==> src/rtl/vc_fifo_bank_pkg.sv <==
// Shared constants and helpers for the multi-virtual-channel FIFO bank.
package vc_fifo_bank_pkg;

  localparam int DATA_W_DEF = 6;
  localparam int ADDR_W_DEF = 3;
  localparam int NUM_VC_DEF = 2;
  localparam int VC_W_DEF   = 1;
  localparam int DEPTH_DEF  = 2 ** ADDR_W_DEF;
  localparam int CNT_W_DEF  = ADDR_W_DEF + 1;

  // Low bit of slice idx inside a vector packed from equal-width fields.
  function automatic int slice_lo(input int idx, input int width);
    return idx * width;
  endfunction

endpackage

==> src/rtl/vc_fifo_bank_if.sv <==
// Write port and per-channel read/look-ahead bus of the FIFO bank.
interface vc_fifo_bank_if
  import vc_fifo_bank_pkg::*;
#(
  parameter int DATA_W = DATA_W_DEF,
  parameter int NUM_VC = NUM_VC_DEF,
  parameter int VC_W   = VC_W_DEF
);
  logic                     wr_en;
  logic [VC_W-1:0]          wr_vc;
  logic [DATA_W-1:0]        wr_data;
  logic [NUM_VC-1:0]        rd_en;
  logic [NUM_VC*DATA_W-1:0] rd_data;
  logic [NUM_VC-1:0]        rd_valid;
  logic [NUM_VC*DATA_W-1:0] head_data;

  modport master (
    output wr_en, wr_vc, wr_data, rd_en,
    input  rd_data, rd_valid, head_data
  );

  modport slave (
    input  wr_en, wr_vc, wr_data, rd_en,
    output rd_data, rd_valid, head_data
  );
endinterface

==> src/rtl/vc_fifo_bank_channel.sv <==
// Single circular FIFO: occupancy count, threshold flags, sticky errors and
// a one-cycle registered read port with a combinational look-ahead head.
module vc_fifo_channel
  import vc_fifo_bank_pkg::*;
#(
  parameter int DATA_W = DATA_W_DEF,
  parameter int ADDR_W = ADDR_W_DEF
) (
  input  logic              clk,
  input  logic              reset,
  input  logic              init,
  input  logic              wr_en,
  input  logic [DATA_W-1:0] wr_data,
  input  logic              rd_en,
  input  logic [ADDR_W:0]   af_thresh,
  input  logic [ADDR_W:0]   ae_thresh,
  input  logic              err_clr,
  output logic [DATA_W-1:0] rd_data,
  output logic              rd_valid,
  output logic [DATA_W-1:0] head_data,
  output logic              full,
  output logic              empty,
  output logic              almost_full,
  output logic              almost_empty,
  output logic [ADDR_W:0]   count,
  output logic              ovf_err,
  output logic              udf_err
);
  localparam int DEPTH = 2 ** ADDR_W;
  localparam int CNT_W = ADDR_W + 1;
  localparam logic [CNT_W-1:0] DEPTH_C = CNT_W'(DEPTH);

  logic [DATA_W-1:0] mem_r [DEPTH];
  logic [ADDR_W-1:0] wr_ptr_r, rd_ptr_r;
  logic [CNT_W-1:0]  count_r;
  logic [DATA_W-1:0] rd_data_r;
  logic              rd_valid_r, ovf_r, udf_r;

  logic              full_s, empty_s, rd_ok_s, wr_ok_s, ovf_ev_s, udf_ev_s;
  logic [CNT_W:0]    af_sum_s;

  // Accept/reject decisions, all judged on the pre-edge occupancy.
  always_comb begin
    full_s   = (count_r == DEPTH_C);
    empty_s  = (count_r == {CNT_W{1'b0}});
    rd_ok_s  = rd_en && !empty_s;
    wr_ok_s  = wr_en && (!full_s || rd_ok_s);
    ovf_ev_s = wr_en && full_s && !rd_ok_s;
    udf_ev_s = rd_en && empty_s;
    // count + margin >= DEPTH also covers margins larger than DEPTH.
    af_sum_s = {1'b0, count_r} + {1'b0, af_thresh};
  end

  // Payload storage; contents are never cleared, empty masks stale data.
  always_ff @(posedge clk) begin
    if (wr_ok_s) begin
      mem_r[wr_ptr_r] <= wr_data;
    end
  end

  // Pointers, occupancy, read register and sticky error flags.
  always_ff @(posedge clk) begin
    if (!reset || !init) begin
      wr_ptr_r   <= {ADDR_W{1'b0}};
      rd_ptr_r   <= {ADDR_W{1'b0}};
      count_r    <= {CNT_W{1'b0}};
      rd_data_r  <= {DATA_W{1'b0}};
      rd_valid_r <= 1'b0;
      ovf_r      <= 1'b0;
      udf_r      <= 1'b0;
    end else begin
      if (wr_ok_s) begin
        wr_ptr_r <= wr_ptr_r + ADDR_W'(1);
      end
      if (rd_ok_s) begin
        rd_ptr_r  <= rd_ptr_r + ADDR_W'(1);
        rd_data_r <= mem_r[rd_ptr_r];
      end
      rd_valid_r <= rd_ok_s;
      case ({wr_ok_s, rd_ok_s})
        2'b10:   count_r <= count_r + CNT_W'(1);
        2'b01:   count_r <= count_r - CNT_W'(1);
        default: count_r <= count_r;
      endcase
      ovf_r <= ovf_ev_s ? 1'b1 : (err_clr ? 1'b0 : ovf_r);
      udf_r <= udf_ev_s ? 1'b1 : (err_clr ? 1'b0 : udf_r);
    end
  end

  assign rd_data      = rd_data_r;
  assign rd_valid     = rd_valid_r;
  assign head_data    = empty_s ? {DATA_W{1'b0}} : mem_r[rd_ptr_r];
  assign full         = full_s;
  assign empty        = empty_s;
  assign almost_full  = (af_sum_s >= {1'b0, DEPTH_C}) && !full_s;
  assign almost_empty = (count_r <= ae_thresh) && !empty_s;
  assign count        = count_r;
  assign ovf_err      = ovf_r;
  assign udf_err      = udf_r;
endmodule

==> src/rtl/vc_fifo_bank.sv <==
// Bank of NUM_VC independent FIFOs behind one VC-steered write port; the top
// level only demuxes the write and packs the per-channel vectors.
module vc_fifo_bank
  import vc_fifo_bank_pkg::*;
#(
  parameter int DATA_W = DATA_W_DEF,
  parameter int ADDR_W = ADDR_W_DEF,
  parameter int NUM_VC = NUM_VC_DEF,
  parameter int VC_W   = VC_W_DEF
) (
  input  logic                       clk,
  input  logic                       reset,
  input  logic                       init,
  vc_fifo_bank_if.slave              bus,
  input  logic [NUM_VC*(ADDR_W+1)-1:0] af_thresh,
  input  logic [NUM_VC*(ADDR_W+1)-1:0] ae_thresh,
  input  logic [NUM_VC-1:0]          err_clr,
  output logic [NUM_VC-1:0]          full,
  output logic [NUM_VC-1:0]          empty,
  output logic [NUM_VC-1:0]          almost_full,
  output logic [NUM_VC-1:0]          almost_empty,
  output logic [NUM_VC*(ADDR_W+1)-1:0] count,
  output logic [NUM_VC-1:0]          ovf_err,
  output logic [NUM_VC-1:0]          udf_err
);
  localparam int CNT_W = ADDR_W + 1;

  for (genvar v = 0; v < NUM_VC; v++) begin : g_vc
    logic wr_sel_s;

    // Out-of-range wr_vc values match no channel and are silently dropped.
    assign wr_sel_s = bus.wr_en && (bus.wr_vc == VC_W'(v));

    vc_fifo_channel #(
      .DATA_W (DATA_W),
      .ADDR_W (ADDR_W)
    ) u_ch (
      .clk          (clk),
      .reset        (reset),
      .init         (init),
      .wr_en        (wr_sel_s),
      .wr_data      (bus.wr_data),
      .rd_en        (bus.rd_en[v]),
      .af_thresh    (af_thresh[slice_lo(v, CNT_W) +: CNT_W]),
      .ae_thresh    (ae_thresh[slice_lo(v, CNT_W) +: CNT_W]),
      .err_clr      (err_clr[v]),
      .rd_data      (bus.rd_data[slice_lo(v, DATA_W) +: DATA_W]),
      .rd_valid     (bus.rd_valid[v]),
      .head_data    (bus.head_data[slice_lo(v, DATA_W) +: DATA_W]),
      .full         (full[v]),
      .empty        (empty[v]),
      .almost_full  (almost_full[v]),
      .almost_empty (almost_empty[v]),
      .count        (count[slice_lo(v, CNT_W) +: CNT_W]),
      .ovf_err      (ovf_err[v]),
      .udf_err      (udf_err[v])
    );
  end
endmodule

==> src/flat_wrapper.sv <==
// flat-port wrapper written by rule: the top's interface ports become plain ports
module vc_fifo_bank_flat import vc_fifo_bank_pkg::*;
#(
  parameter int DATA_W = DATA_W_DEF,
  parameter int ADDR_W = ADDR_W_DEF,
  parameter int NUM_VC = NUM_VC_DEF,
  parameter int VC_W   = VC_W_DEF
)
  (clk, reset, init, af_thresh, ae_thresh, err_clr, full, empty, almost_full, almost_empty, count, ovf_err, udf_err, bus_wr_en, bus_wr_vc, bus_wr_data, bus_rd_en, bus_rd_data, bus_rd_valid, bus_head_data);
  vc_fifo_bank_if #(.DATA_W(DATA_W), .NUM_VC(NUM_VC), .VC_W(VC_W)) bus_i ();
  input  logic clk;
  input  logic reset;
  input  logic init;
  input  logic [NUM_VC*(ADDR_W+1)-1:0] af_thresh;
  input  logic [NUM_VC*(ADDR_W+1)-1:0] ae_thresh;
  input  logic [NUM_VC-1:0] err_clr;
  output logic [NUM_VC-1:0] full;
  output logic [NUM_VC-1:0] empty;
  output logic [NUM_VC-1:0] almost_full;
  output logic [NUM_VC-1:0] almost_empty;
  output logic [NUM_VC*(ADDR_W+1)-1:0] count;
  output logic [NUM_VC-1:0] ovf_err;
  output logic [NUM_VC-1:0] udf_err;
  input wire logic [$bits(bus_i.wr_en)-1:0] bus_wr_en;
  input wire logic [$bits(bus_i.wr_vc)-1:0] bus_wr_vc;
  input wire logic [$bits(bus_i.wr_data)-1:0] bus_wr_data;
  input wire logic [$bits(bus_i.rd_en)-1:0] bus_rd_en;
  output wire logic [$bits(bus_i.rd_data)-1:0] bus_rd_data;
  output wire logic [$bits(bus_i.rd_valid)-1:0] bus_rd_valid;
  output wire logic [$bits(bus_i.head_data)-1:0] bus_head_data;
  assign bus_i.wr_en = bus_wr_en;
  assign bus_i.wr_vc = bus_wr_vc;
  assign bus_i.wr_data = bus_wr_data;
  assign bus_i.rd_en = bus_rd_en;
  assign bus_rd_data = bus_i.rd_data;
  assign bus_rd_valid = bus_i.rd_valid;
  assign bus_head_data = bus_i.head_data;
  vc_fifo_bank #(.DATA_W(DATA_W), .ADDR_W(ADDR_W), .NUM_VC(NUM_VC), .VC_W(VC_W)) u_core (.clk(clk), .reset(reset), .init(init), .bus(bus_i), .af_thresh(af_thresh), .ae_thresh(ae_thresh), .err_clr(err_clr), .full(full), .empty(empty), .almost_full(almost_full), .almost_empty(almost_empty), .count(count), .ovf_err(ovf_err), .udf_err(udf_err));
endmodule
==> config.mk <==
export PLATFORM = sky130hd
export DESIGN_NAME = vc_fifo_bank_flat
export DESIGN_NICKNAME = d
export VERILOG_FILES = /design/src/rtl/vc_fifo_bank_pkg.sv /design/src/rtl/vc_fifo_bank_if.sv /design/src/rtl/vc_fifo_bank_channel.sv /design/src/rtl/vc_fifo_bank.sv /design/src/flat_wrapper.sv
export SDC_FILE = /design/constraint.sdc
export NUM_CORES = 1
export LEC_CHECK = 0
export ABC_AREA = 1
export BUFFER_PORTS_ARGS = -buffer_cell sky130_fd_sc_hd__buf_2
export CORE_MARGIN = 2
export CORE_UTILIZATION = 25
export DETAILED_ROUTE_END_ITERATION = 6
export GPL_ROUTABILITY_DRIVEN = 0
export GPL_TIMING_DRIVEN = 0
export PLACE_DENSITY_LB_ADDON = 0.25
export SLEW_MARGIN = 25
export SYNTH_ARGS = -nofsm -noshare
export SYNTH_HDL_FRONTEND = slang
export SYNTH_HIERARCHICAL = 1
export SYNTH_SLANG_ARGS = --single-unit
==> constraint.sdc <==
create_clock -name clk -period 3.55 [get_ports clk]
set_clock_uncertainty 0.15 [all_clocks]
set_input_delay 0.5325 -clock clk [delete_from_list [all_inputs] [get_ports clk]]
set_output_delay 0.5325 -clock clk [all_outputs]
set_load 0.005 [all_outputs]
======== After elaboration in Yosys (flattened, before gate mapping) ========
Memories as Yosys holds them, arrays and structs flattened. A register that Yosys moved wholly into a read port is not among the register bits.
Index checks and enable logic that the tools add are counted.
storage, ports and cells
  flip-flop bits (word level) ............. 38
  bits in writable memories ............... 96
  input bits .............................. 31
  output and inout bits ................... 46
  word-level logic and storage cells ...... 90
  memories ................................ 2
memory list
  name                       depth  width  read ports  clocked after Yosys merged registers in  write ports  RTL line                    RTL
  u_core.g_vc[0].u_ch.mem_r  8      6      1           1                                        1            vc_fifo_bank_channel.sv:33  logic [DATA_W-1:0] mem_r [DEPTH];
  u_core.g_vc[1].u_ch.mem_r  8      6      1           1                                        1            vc_fifo_bank_channel.sv:33
operators by class
  add/sub/neg operators ................... 10
  order comparisons ....................... 4
  eq/ne operators ......................... 6
  muxes and demuxes ....................... 18
  bitwise gates (word level) .............. 1
  reductions and logical operators ........ 35
operator list
  operator                                                            count
  logical AND 1 bit                                                   16
  one-hot mux 4 bit (2 select lines)                                  2
  adder 3 x 1 -> 3 bit (second input constant)                        4
  two-way mux 3 bit                                                   4
  two-way mux 6 bit                                                   2
  nonzero test 2 bit                                                  6
  adder 4 x 4 -> 5 bit                                                2
  greater-or-equal comparator 5 x 4 -> 1 bit (second input constant)  2
  two-way mux 1 bit                                                   10
  adder 4 x 1 -> 4 bit (second input constant)                        2
  equality test 4 bit (second input constant)                         2
  <= comparator 4 bit                                                 2
  zero test 1 bit                                                     8
  zero test 4 bit                                                     2
  subtractor 4 x 1 -> 4 bit (second input constant)                   2
  equality test 2 x 1 -> 1 bit (second input constant)                2
  equality test 2 bit (second input constant)                         2
  logical OR 1 bit                                                    3
  NOT 1 bit                                                           1

======== Longest topological paths before layout ========
  depth after elaboration ................. 7
  gate-level depth with buffers ........... 12
  mapped depth without buffers ............ 12

======== Modules after synthesis ========
Netlist, hierarchy kept.
by module, submodules not included
  module           instances  cells an instance  area each (sq um)  seq. area each (sq um)
  vc_fifo_channel  2          288                3083.0             1881.8
  vc_fifo_bank     1          4                  17.5               0.0

======== Worst setup path before layout ========
No wires, ideal clock.
  path type ............................... reg2out
  start point ............................. register u_core.g_vc[0].u_ch.count_r[0]
  end point ............................... output port almost_full[0]
  data arrival time ....................... 1408 ps
  data required time ...................... 2867 ps
  path slack .............................. 1459 ps
  stages on the path, launching flop included .. 7
  buffers on the path ..................... 0
  cells stage by stage .................... dfxtp_1 > ha_1 > inv_1 > fa_1 > a31oi_1 > a211oi_1 > nor2_1
on the way
  longest elaborated chain between the ends .. 3
  elaborated cells on any way between the ends .. 5
  classes of those cells .................. 1 x add/sub; 1 x order compare; 1 x eq/ne; 2 x reduce/logical
ends and longest elaborated chain
  item                                                                           RTL line                                                RTL
  start: declaration                                                             vc_fifo_bank_channel.sv:35                              logic [CNT_W-1:0] count_r;
  start signal: assignment                                                       vc_fifo_bank_channel.sv:66                              count_r <= {CNT_W{1'b0}};
  start signal: assignment                                                       vc_fifo_bank_channel.sv:81                              2'b10: count_r <= count_r + CNT_W'(1);
  start signal: assignment                                                       vc_fifo_bank_channel.sv:82                              2'b01: count_r <= count_r - CNT_W'(1);
  adder 4 x 4 -> 5 bit or equality test 4 bit (tied branches)                    vc_fifo_bank_channel.sv:51, vc_fifo_bank_channel.sv:44
  greater-or-equal comparator 5 x 4 -> 1 bit or zero test 1 bit (tied branches)  vc_fifo_bank_channel.sv:95                              assign almost_full = (af_sum_s >= {1'b0, DEPTH_C}) && !full_s;
  logical AND 1 bit *                                                            vc_fifo_bank_channel.sv:95
  end: declaration                                                               flat_wrapper.sv:19                                      output logic [NUM_VC-1:0] almost_full;
Mark *: on every way between the ends. The rest lies on a longest branch, timed or not.

==> results.yml <==
status:
  status: "finished, final reports clean"
clocking:
  clkTransAtPathRegs_ns: 0.06
  cts_resized: 0
  h-tree-depth: 4
  cts-root-buf: "clkbuf_16"
  postCtsSetupRepairBufs: 0
  cts_tree: "built"
  postCtsHoldBufs: 0
  numCtsBuffers: 17
  clkLatencyLatePin_ns: 0.42
  clk_path_buf_depth: 2
  clock_sinks: 140
timing:
  finalHoldViolations: 0
  fmax_ghz: 0.326
  slew_headroom: 0.469
  maxSlewViolCount: 0
  layout_min_cycle_time_ns: 3.07
  setup_viol: 0
  rsz0062_at_grt: "false"
  period_share: 0.864
  worst_pin_slew_ns: 0.794
  fin_tns_setup_ns: 0
grt:
  gr-usage-all-layers: 0.121
  grt_pass1_wl_mm: 24.2
  grt_max_degree: 17
  antenna_found_initial: 0
  grt_pass1_vias: 4482
  grt_remaining_overflow: 0
power:
  p_leak_uw: 0.00288
  powerDensity_nw_per_um2: 493
  vdd_drop_max_mv: 0.283
route:
  wl_per_cell_um: 14.6
  vias: 4384
  drt_iter0_markers: 252
  drcViolationCount: 0
  ant_nets: 0
  drt_wl_total_mm: 14.8
  viasPerCell: 4.33
  drt-pass1-iter-count: 4
worst_setup_path:
  cp_top_family: "buffers and inverters"
  critPathArrivalTime_ns: 2.38
  required_ns: 2.87
  r2r_cells: 6
  path_common_cell: "buf_2"
  critPathCaptureType: "output pin"
  crit_type: "reg -> out"
  crit_buf_inv: 4
  reg2reg_from: "u_core/g_vc[1].u_ch/count[2]"
  critPathMaxStageDelay_ns: 0.46
  cp.depth: 8
  r2r_slack_ns: 1.39
  path_max_fanout: 10
  start_kind: "register"
  cp_cell_sequence: "buf_2 -> clkinv_1 -> buf_2 -> nor2_1 -> o32ai_1 -> o21ai_0 -> nor2_1 -> buf_2"
  r2r_end: "u_core/g_vc[1].u_ch/mem_r[5][3]"
  cp_slowest_cell: "o21ai_0"
min_path:
  worstHoldPathType: "in -> reg"
  min_from: "err_clr[0]"
  holdPathEnd: "u_core/g_vc[0].u_ch/udf_err"
  min_path_cells: 4
finish:
  fill_cells: 2491
  area_delta_synth_final_pct: 21.7
  fin_nets: 730
  drive_gt1_frac: 0.199
  design_area_um2: 7530
  num_antenna_cells: 0
placed_design:
  io_buffers: 76
  post_dp_cell_area_um2: 6970
  dp_hpwl_mm: 10.5
synth:
  syn_area_um2: 6180
  synth.distinct_cells: 30
  yosysWarnings: 6
  ys_top_cells_by_area: "edfxtp_1, dfxtp_1, nor2_1"
  yosys.area.top_type: "edfxtp_1"
  synth_area_per_cell_um2: 10.7
  synth.yosys.seq_area_share: 0.609
  synth.net_count: 635
  netlist_instances: 580
  ys_ff_latch: 140
  synth.top_cell.area_share: 0.466
run:
  maxCapViolCount: 0
die:
  die_h_um: 161
  dieArea_um2: 26000
  start_util: 0.254
  core_area_um2: 24300
  dieWidth_um: 161
  boundaryPins: 77
  rows: 57
## logic make-up (layout without fill, tap and decap cells)
logic type / count (synthesis) / count (layout) / share of synthesized area
AOI/OAI and AO/OA: 120 / 120 / 0.115
and+or+nand+nor: 200 / 200 / 0.149
DFF: 140 / 140 / 0.609
buffers and inverters: 80 / 188 / 0.0510
adders and majority gates: 24 / 24 / 0.0510
muxes: 12 / 12 / 0.0194
xor gates and xnor gates: 4 / 4 / 0.00567
## Yosys cell counts
cell and number:
ha_1 22, a31oi_1 2, nor4_4 2, dfxtp_1 44
edfxtp_1 96, a21oi_2 2, clkinv_2 2, clkinv_1 4
inv_1 56, o21ai_0 58, nand2_2 6, nor2_2 1
mux2i_1 12, o221ai_1 12, nor2_1 96, nand2_1 55
a211oi_1 2, nand4_1 6, nand3_1 26, inv_4 2
o21ai_1 4, xor2_1 4, clkbuf_1 10, a21oi_1 26
nand3_4 2, nand2_4 6, o21bai_1 2, fa_1 2
buf_2 6, o32ai_1 12
## cell type report
class	count	area [um2]	area share
tap	324	405	0.0539
sequential	140	3760	0.500
clock inverter	10	60.1	0.00798
timing repair buffer	76	380	0.0505
multi-input combinational	360	2100	0.280
inverter	64	248	0.0329
clock buffer	22	497	0.0660
buffer	16	67.6	0.00898
## placed cells by master, fill, tap and decap left out, types with 2 or more instances in the layout
master     netlist  routed
a211oi_1         2       2
a21oi_1         26      26
a21oi_2          2       2
a31oi_1          2       2
buf_2            6      82
clkbuf_1        10      10
clkbuf_16        0      18
clkbuf_8         0       3
clkinv_1         4       4
clkinv_2         2       7
dfxtp_1         44      44
edfxtp_1        96      96
fa_1             2       2
ha_1            22      22
inv_1           56      56
inv_4            2       5
mux2i_1         12      12
nand2_1         55      55
nand2_2          6       6
nand2_4          6       6
nand3_1         26      26
nand3_4          2       2
nand4_1          6       6
nor2_1          96      96
nor4_4           2       2
o21ai_0         58      58
o21ai_1          4       4
o21bai_1         2       2
o221ai_1        12      12
o32ai_1         12      12
xor2_1           4       4
## through the flow
step / power (uW) / std cells / hold slack [ns] / setup slack (ns) / util
2_1_floorplan: 1980 / 580 / 0.283 / 1.46 / -
3_3_place_gp: 2100 / 980 / 0.299 / 0.921 / 0.287
3_5_place_dp: 2110 / 980 / 0.308 / 0.944 / 0.287
4_1_cts: 3760 / 1012 / 0.208 / 0.484 / 0.309
5_1_grt: 3880 / 1012 / 0.226 / 0.271 / 0.309
6_report: 3710 / 1012 / 0.224 / 0.484 / 0.309
## sequential cells by signal (all words and copies together) (netlist names), named ones only
signal / flops
u_core/g_vc.u_ch/mem_r: 96
u_core/g_vc.u_ch/rd_data: 12
u_core/g_vc.u_ch/count: 8
u_core/g_vc.u_ch/rd_ptr_r: 6
u_core/g_vc.u_ch/wr_ptr_r: 6
u_core/g_vc.u_ch/ovf_err: 2
u_core/g_vc.u_ch/rd_valid: 2
u_core/g_vc.u_ch/udf_err: 2
## worst max path at each step
| stage | start | to | slack [ns] |
|---|---|---|---|
| after floorplan | u_core/g_vc[0].u_ch/count[0] | almost_full[0] | 1.46 |
| after global placement | register | bus_head_data[5] | 0.92 |
| after global routing | register | bus_head_data[5] | 0.27 |
| final | register | bus_head_data[5] | 0.48 |
| after CTS | register | bus_head_data[2] | 0.48 |
| after detailed placement | register | bus_head_data[2] | 0.94 |
## worst min-delay path: stages
cell,delay [ns]
buf_2,0.07
inv_1,0.04
nand2_1,0.05
a21oi_1,0.05
## power by group
group | switching [uW] | internal [uW] | leakage [uW]
clock network | 654 | 988 | 0.000285
registers | 20.6 | 1770 | 0.00122
logic | 186 | 95.7 | 0.00137
total | 861 | 2850 | 0.00288
## metal layers
metal  wire length [um]  vias up  global-route usage
li1                   -     2221                   -
met1               7300     2096               0.161
met2               6980       62               0.193
met3                447        5              0.0298
met4                 77        0              0.0390
met5                  0        -                   0
Power figures use the tool's default switching activity.
